File: src/rtl/sipo_deserializer.sv
// Serial-in / parallel-out deserializer: packs qualified serial bits into WIDTH-bit words
// with a valid/ready output. Optional even-parity trailer bit when SIPO_PARITY_EN is defined.
module sipo_deserializer #(
   parameter int unsigned WIDTH     = 4,
   parameter bit          LSB_FIRST = 1'b1
) (
   input  logic             clk,
   input  logic             reset_n,
   input  logic             ser_in,
   input  logic             ser_valid,
   input  logic             frame_sync,
   output logic [WIDTH-1:0] out_data,
   output logic             out_valid,
   input  logic             out_ready,
   output logic             busy,
   output logic             overflow
`ifdef SIPO_PARITY_EN
   ,
   output logic             parity_err
`endif
);

   localparam int unsigned CW = $clog2(WIDTH + 1);

`ifdef SIPO_PARITY_EN
   typedef enum logic [1:0] {IDLE = 2'd0, SHIFT = 2'd1, PAR = 2'd2} state_t;
`else
   typedef enum logic [1:0] {IDLE = 2'd0, SHIFT = 2'd1} state_t;
`endif

   state_t           state, state_n;
   logic [CW-1:0]    count, count_n;
   logic [WIDTH-1:0] shreg, shreg_n;
   logic [WIDTH-1:0] shifted_c;
   logic [WIDTH-1:0] word_c;
   logic             commit_c;
`ifdef SIPO_PARITY_EN
   logic             perr_c;
`endif

   // New bit enters at the MSB (LSB-first) or at bit 0 (MSB-first)
   assign shifted_c = LSB_FIRST ? {ser_in, shreg[WIDTH-1:1]}
                                : {shreg[WIDTH-2:0], ser_in};

   always_ff @(posedge clk or negedge reset_n) begin
      if (!reset_n) state <= IDLE;
      else          state <= state_n;
   end

   always_comb begin
      state_n  = state;
      count_n  = count;
      shreg_n  = shreg;
      word_c   = shreg;
      commit_c = 1'b0;
`ifdef SIPO_PARITY_EN
      perr_c   = 1'b0;
`endif
      if (frame_sync) begin
         // Partial word is abandoned; a bit on the same edge opens a new word
         state_n = IDLE;
         count_n = '0;
         if (ser_valid) begin
            shreg_n = shifted_c;
            count_n = CW'(1);
            state_n = SHIFT;
         end
      end else if (ser_valid) begin
         case (state)
            IDLE: begin
               shreg_n = shifted_c;
               count_n = CW'(1);
               state_n = SHIFT;
            end
            SHIFT: begin
               shreg_n = shifted_c;
               if (count == CW'(WIDTH - 1)) begin
                  count_n = '0;
                  word_c  = shifted_c;
`ifdef SIPO_PARITY_EN
                  state_n = PAR;
`else
                  state_n  = IDLE;
                  commit_c = 1'b1;
`endif
               end else begin
                  count_n = count + CW'(1);
               end
            end
`ifdef SIPO_PARITY_EN
            PAR: begin
               word_c   = shreg;
               perr_c   = (^shreg) ^ ser_in;
               commit_c = 1'b1;
               state_n  = IDLE;
            end
`endif
            default: state_n = IDLE;
         endcase
      end
   end

   // Datapath and registered outputs
   always_ff @(posedge clk or negedge reset_n) begin
      if (!reset_n) begin
         count     <= '0;
         shreg     <= '0;
         out_data  <= '0;
         out_valid <= 1'b0;
         busy      <= 1'b0;
         overflow  <= 1'b0;
`ifdef SIPO_PARITY_EN
         parity_err <= 1'b0;
`endif
      end else begin
         count    <= count_n;
         shreg    <= shreg_n;
         busy     <= (state_n != IDLE);
         overflow <= commit_c && out_valid && !out_ready;
         if (commit_c) begin
            // A pending unconsumed word wins; the new one is dropped
            if (!out_valid || out_ready) begin
               out_data  <= word_c;
               out_valid <= 1'b1;
`ifdef SIPO_PARITY_EN
               parity_err <= perr_c;
`endif
            end
         end else if (out_valid && out_ready) begin
            out_valid <= 1'b0;
`ifdef SIPO_PARITY_EN
            parity_err <= 1'b0;
`endif
         end
      end
   end

endmodule

File: config.mk
export PLATFORM = sky130hd
export DESIGN_NAME = sipo_deserializer
export DESIGN_NICKNAME = d
export VERILOG_FILES = /design/src/rtl/sipo_deserializer.sv
export SDC_FILE = /design/constraint.sdc
export NUM_CORES = 1
export LEC_CHECK = 0
export ABC_CLOCK_PERIOD_IN_PS = 1870
export BUFFER_PORTS_ARGS = -buffer_cell sky130_fd_sc_hd__clkbuf_2
export CAP_MARGIN = 25
export CORE_MARGIN = 3
export CORE_UTILIZATION = 50
export CTS_CLUSTER_DIAMETER = 40
export CTS_CLUSTER_SIZE = 20
export DETAILED_ROUTE_END_ITERATION = 8
export GPL_ROUTABILITY_DRIVEN = 0
export GPL_TIMING_DRIVEN = 0
export HOLD_SLACK_MARGIN = 0.02
export PLACE_DENSITY = 0.73
export SLEW_MARGIN = 20
export SYNTH_ARGS = -nofsm -noshare
export SYNTH_HDL_FRONTEND = slang
export SYNTH_SLANG_ARGS = --single-unit
File: constraint.sdc
create_clock -name clk -period 1.87 [get_ports clk]
set_input_delay 0.2805 -clock clk [delete_from_list [all_inputs] [get_ports clk]]
set_output_delay 0.2805 -clock clk [all_outputs]
set_load 0.02 [all_outputs]
==> flow_summary.yaml <==
run_status:
  status: "finished clean"
critical_path:
  r2r_end: "out_data[3]"
  worst-path-buf-inv: 0
  rrSetupSlack_ns: 0.46
  cpLargestDelayFamily: "flip-flops"
  crit_fanout: 4
  crit_cells: 4
  crit_chain: "ha_1 -> and2b_1 -> nand4_4 -> mux2_4"
  crit_path_max_incr_delay_ns: 0.42
  worstPathRequired_ns: 2.05
  endpoint: "out_data[3]"
  path_class: "flip-flop to flip-flop"
  start_kind: "flip-flop"
  cp.arrival_ns: 1.58
  endpoint_kind: "flip-flop"
  r2r_cells: 4
  reg2reg_from: "count[0]"
  cpMaxStageDelayCell: "dfrtp_1"
  cp-startpoint: "count[0]"
sta:
  fin_crit_ns: 1.41
  finalSetupTns_ns: 0
  hold_viol: 0
  fmax_mhz: 710
  finalCritPeriodShare_pct: 75.3
  setup_viol: 0
  slew_viol_final: 0
  relSlewSlack_pct: 75.6
  worst_pin_slew_ns: 0.365
  fin_worst_skew_ns: 0.00546
  rsz0062_at_grt: "no"
  setup_ws_ns: 0.462
  whs_ns: 0.253
clock_tree:
  clkSinkCount: 15
  clk_pin_slew_ns: 0.09
  holdBufCountCts: 1
  numCtsBuffers: 3
  post_cts_buffers: 0
  cts_tree: "built"
  root_buffer: "clkbuf_4"
  cts_max_level: 1
  post_cts_resized: 0
  clock_latency_ns: 0.28
  cts.path.max_buffers: 2
floorplan:
  die_x_um: 42.6
  start_util_pct: 56.4
  rows: 12
  die_h_um: 42.6
  io_pins: 13
  core_area_um2: 1190
  die_area_um2: 1810
global_route:
  grt_max_degree: 16
  grt_pass1_vias: 419
  busiest_layer: "met2"
  grt_pass1_wl_mm: 1.77
  use_met1_pct: 17.6
  use_met3_pct: 3.00
  grt_util_all_layers_pct: 13.1
  use_met2_pct: 19.1
  grt_overflow_total: 0
  antenna_found_initial: 0
synth:
  yosysWarnings: 0
  synth_fp_nets: 60
  synth_area_per_cell_um2: 12.6
  synth_area_um2: 669
  synth.distinct_cells: 24
  ys_ff_latch: 15
  synth_cells: 53
  synth.yosys.seq_area_share_pct: 56.1
place:
  place_hpwl_um: 801
  place.port_buffers: 11
  dpl_cell_area_um2: 742
  placedCellCount: 78
  dpl_worst_slack_ns: 0.470
route:
  dr_total_vias: 431
  detail-route-antenna-nets: 0
  drc: 0
  dr.pass1.iters: 4
  avgViaCountPerCell: 5.19
  wire_per_inst_um: 12.7
  drt_wl_total_mm: 1.05
  first_iter_violations: 6
layout:
  drive_gt1_share_pct: 36.2
  antenna_cells: 0
  fin_cells: 83
  finalNetCount: 77
  fin_area_um2: 779
  area_delta_synth_final_pct: 16.4
worst_hold_path:
  hp-class: "input pin to flip-flop"
power_and_ir_drop:
  power_density_nw_per_um2: 956
  ir_drop_mv: 0.596
  p_leak_nw: 0.393
run:
  max_cap_viol_count: 0
==> sequential cells by signal, summed over array words and instances (netlist names) <==
name       cells
count          3
state          2
busy           1
out_valid      1
shreg          3
overflow       1
out_data       4
==> power breakdown <==
group,internal (W),switching [W]
logic,0.0000808,0.0000840
clock network,0.0000794,0.000102
registers,0.000369,0.0000297
total,0.000529,0.000216
==> cells in the mapped netlist <==
library cell,instances,area (um^2)
a22oi_1,2,15.0
nand4_4,1,21.3
nand4b_1,1,8.76
nand3_1,1,5.00
nor3b_1,1,7.51
mux2_2,3,33.8
and2b_2,1,8.76
dfrtp_1,15,375
inv_1,2,7.51
nand3b_1,1,7.51
mux2_4,4,60.1
ha_1,1,12.5
and2b_1,2,15.0
nor2_1,3,11.3
nor3_1,1,5.00
a21oi_1,2,10.0
nand2_1,4,15.0
o31ai_1,1,7.51
o21ai_0,1,5.00
nand2b_1,2,12.5
o21a_1,1,7.51
buf_2,1,5.00
a21o_1,1,7.51
o21ai_1,1,5.00
==> placed cells by master, fill, tap and decap left out, drive strengths merged, types with 2 or more instances in the layout <==
cell     n
a22oi    2
dfrtp   15
inv      2
a21oi    2
o21ai    2
clkbuf  14
nand2    4
nand2b   2
mux2     7
nor2     3
and2b    3
==> final cells by class <==
| class | count | area, um^2 |
|---|---|---|
| plain buffers | 1 | 5.00 |
| clock buffers | 3 | 22.5 |
| clock inverters | 1 | 5.00 |
| fillers | 92 | 407 |
| inverters | 2 | 7.51 |
| multi-input cells | 35 | 282 |
| flip-flops and latches | 15 | 375 |
| well taps | 14 | 17.5 |
| repair buffers | 12 | 65.1 |
==> worst reg2reg max path: stages, from the launching register on <==
cell and delay (ns):
dfrtp_1 0.42, ha_1 0.23, and2b_1 0.23, nand4_4 0.12
mux2_4 0.31
==> metal layers <==
layer | part of all wire [%] | vias up
met5 | 0 | -
met4 | 1.9 | 0
met3 | 5.2 | 2
met2 | 41 | 12
met1 | 52 | 195
li1 | - | 222
==> stage by stage <==
step	utilization (%)	power, W
6_report	65.7	0.000745
3_3_place_gp	62.6	0.000565
5_1_grt	65.7	0.000783
2_1_floorplan	-	0.000514
4_1_cts	65.7	0.000756
3_5_place_dp	62.6	0.000571
==> logic make-up after synthesis <==
| logic type | synth area share [%] |
|---|---|
| mux | 14.0 |
| flops | 56.1 |
| fa+ha+maj | 1.87 |
| buf+inv | 1.87 |
| compound gates | 8.60 |
| simple gates | 17.6 |
==> worst min-delay path by stage <==
stage / depth (start not counted) / slack [ns] / from / to
floorplan: 0 / -0.02 / reset_n / busy
global placement: 1 / 0.21 / reset_n / out_valid
detailed placement: 1 / 0.21 / reset_n / out_valid
CTS: 2 / 0.25 / ser_valid / state[1]
global route: 2 / 0.25 / ser_in / out_data[3]
finish: 2 / 0.25 / frame_sync / state[1]
Power figures use the tool's default switching activity.
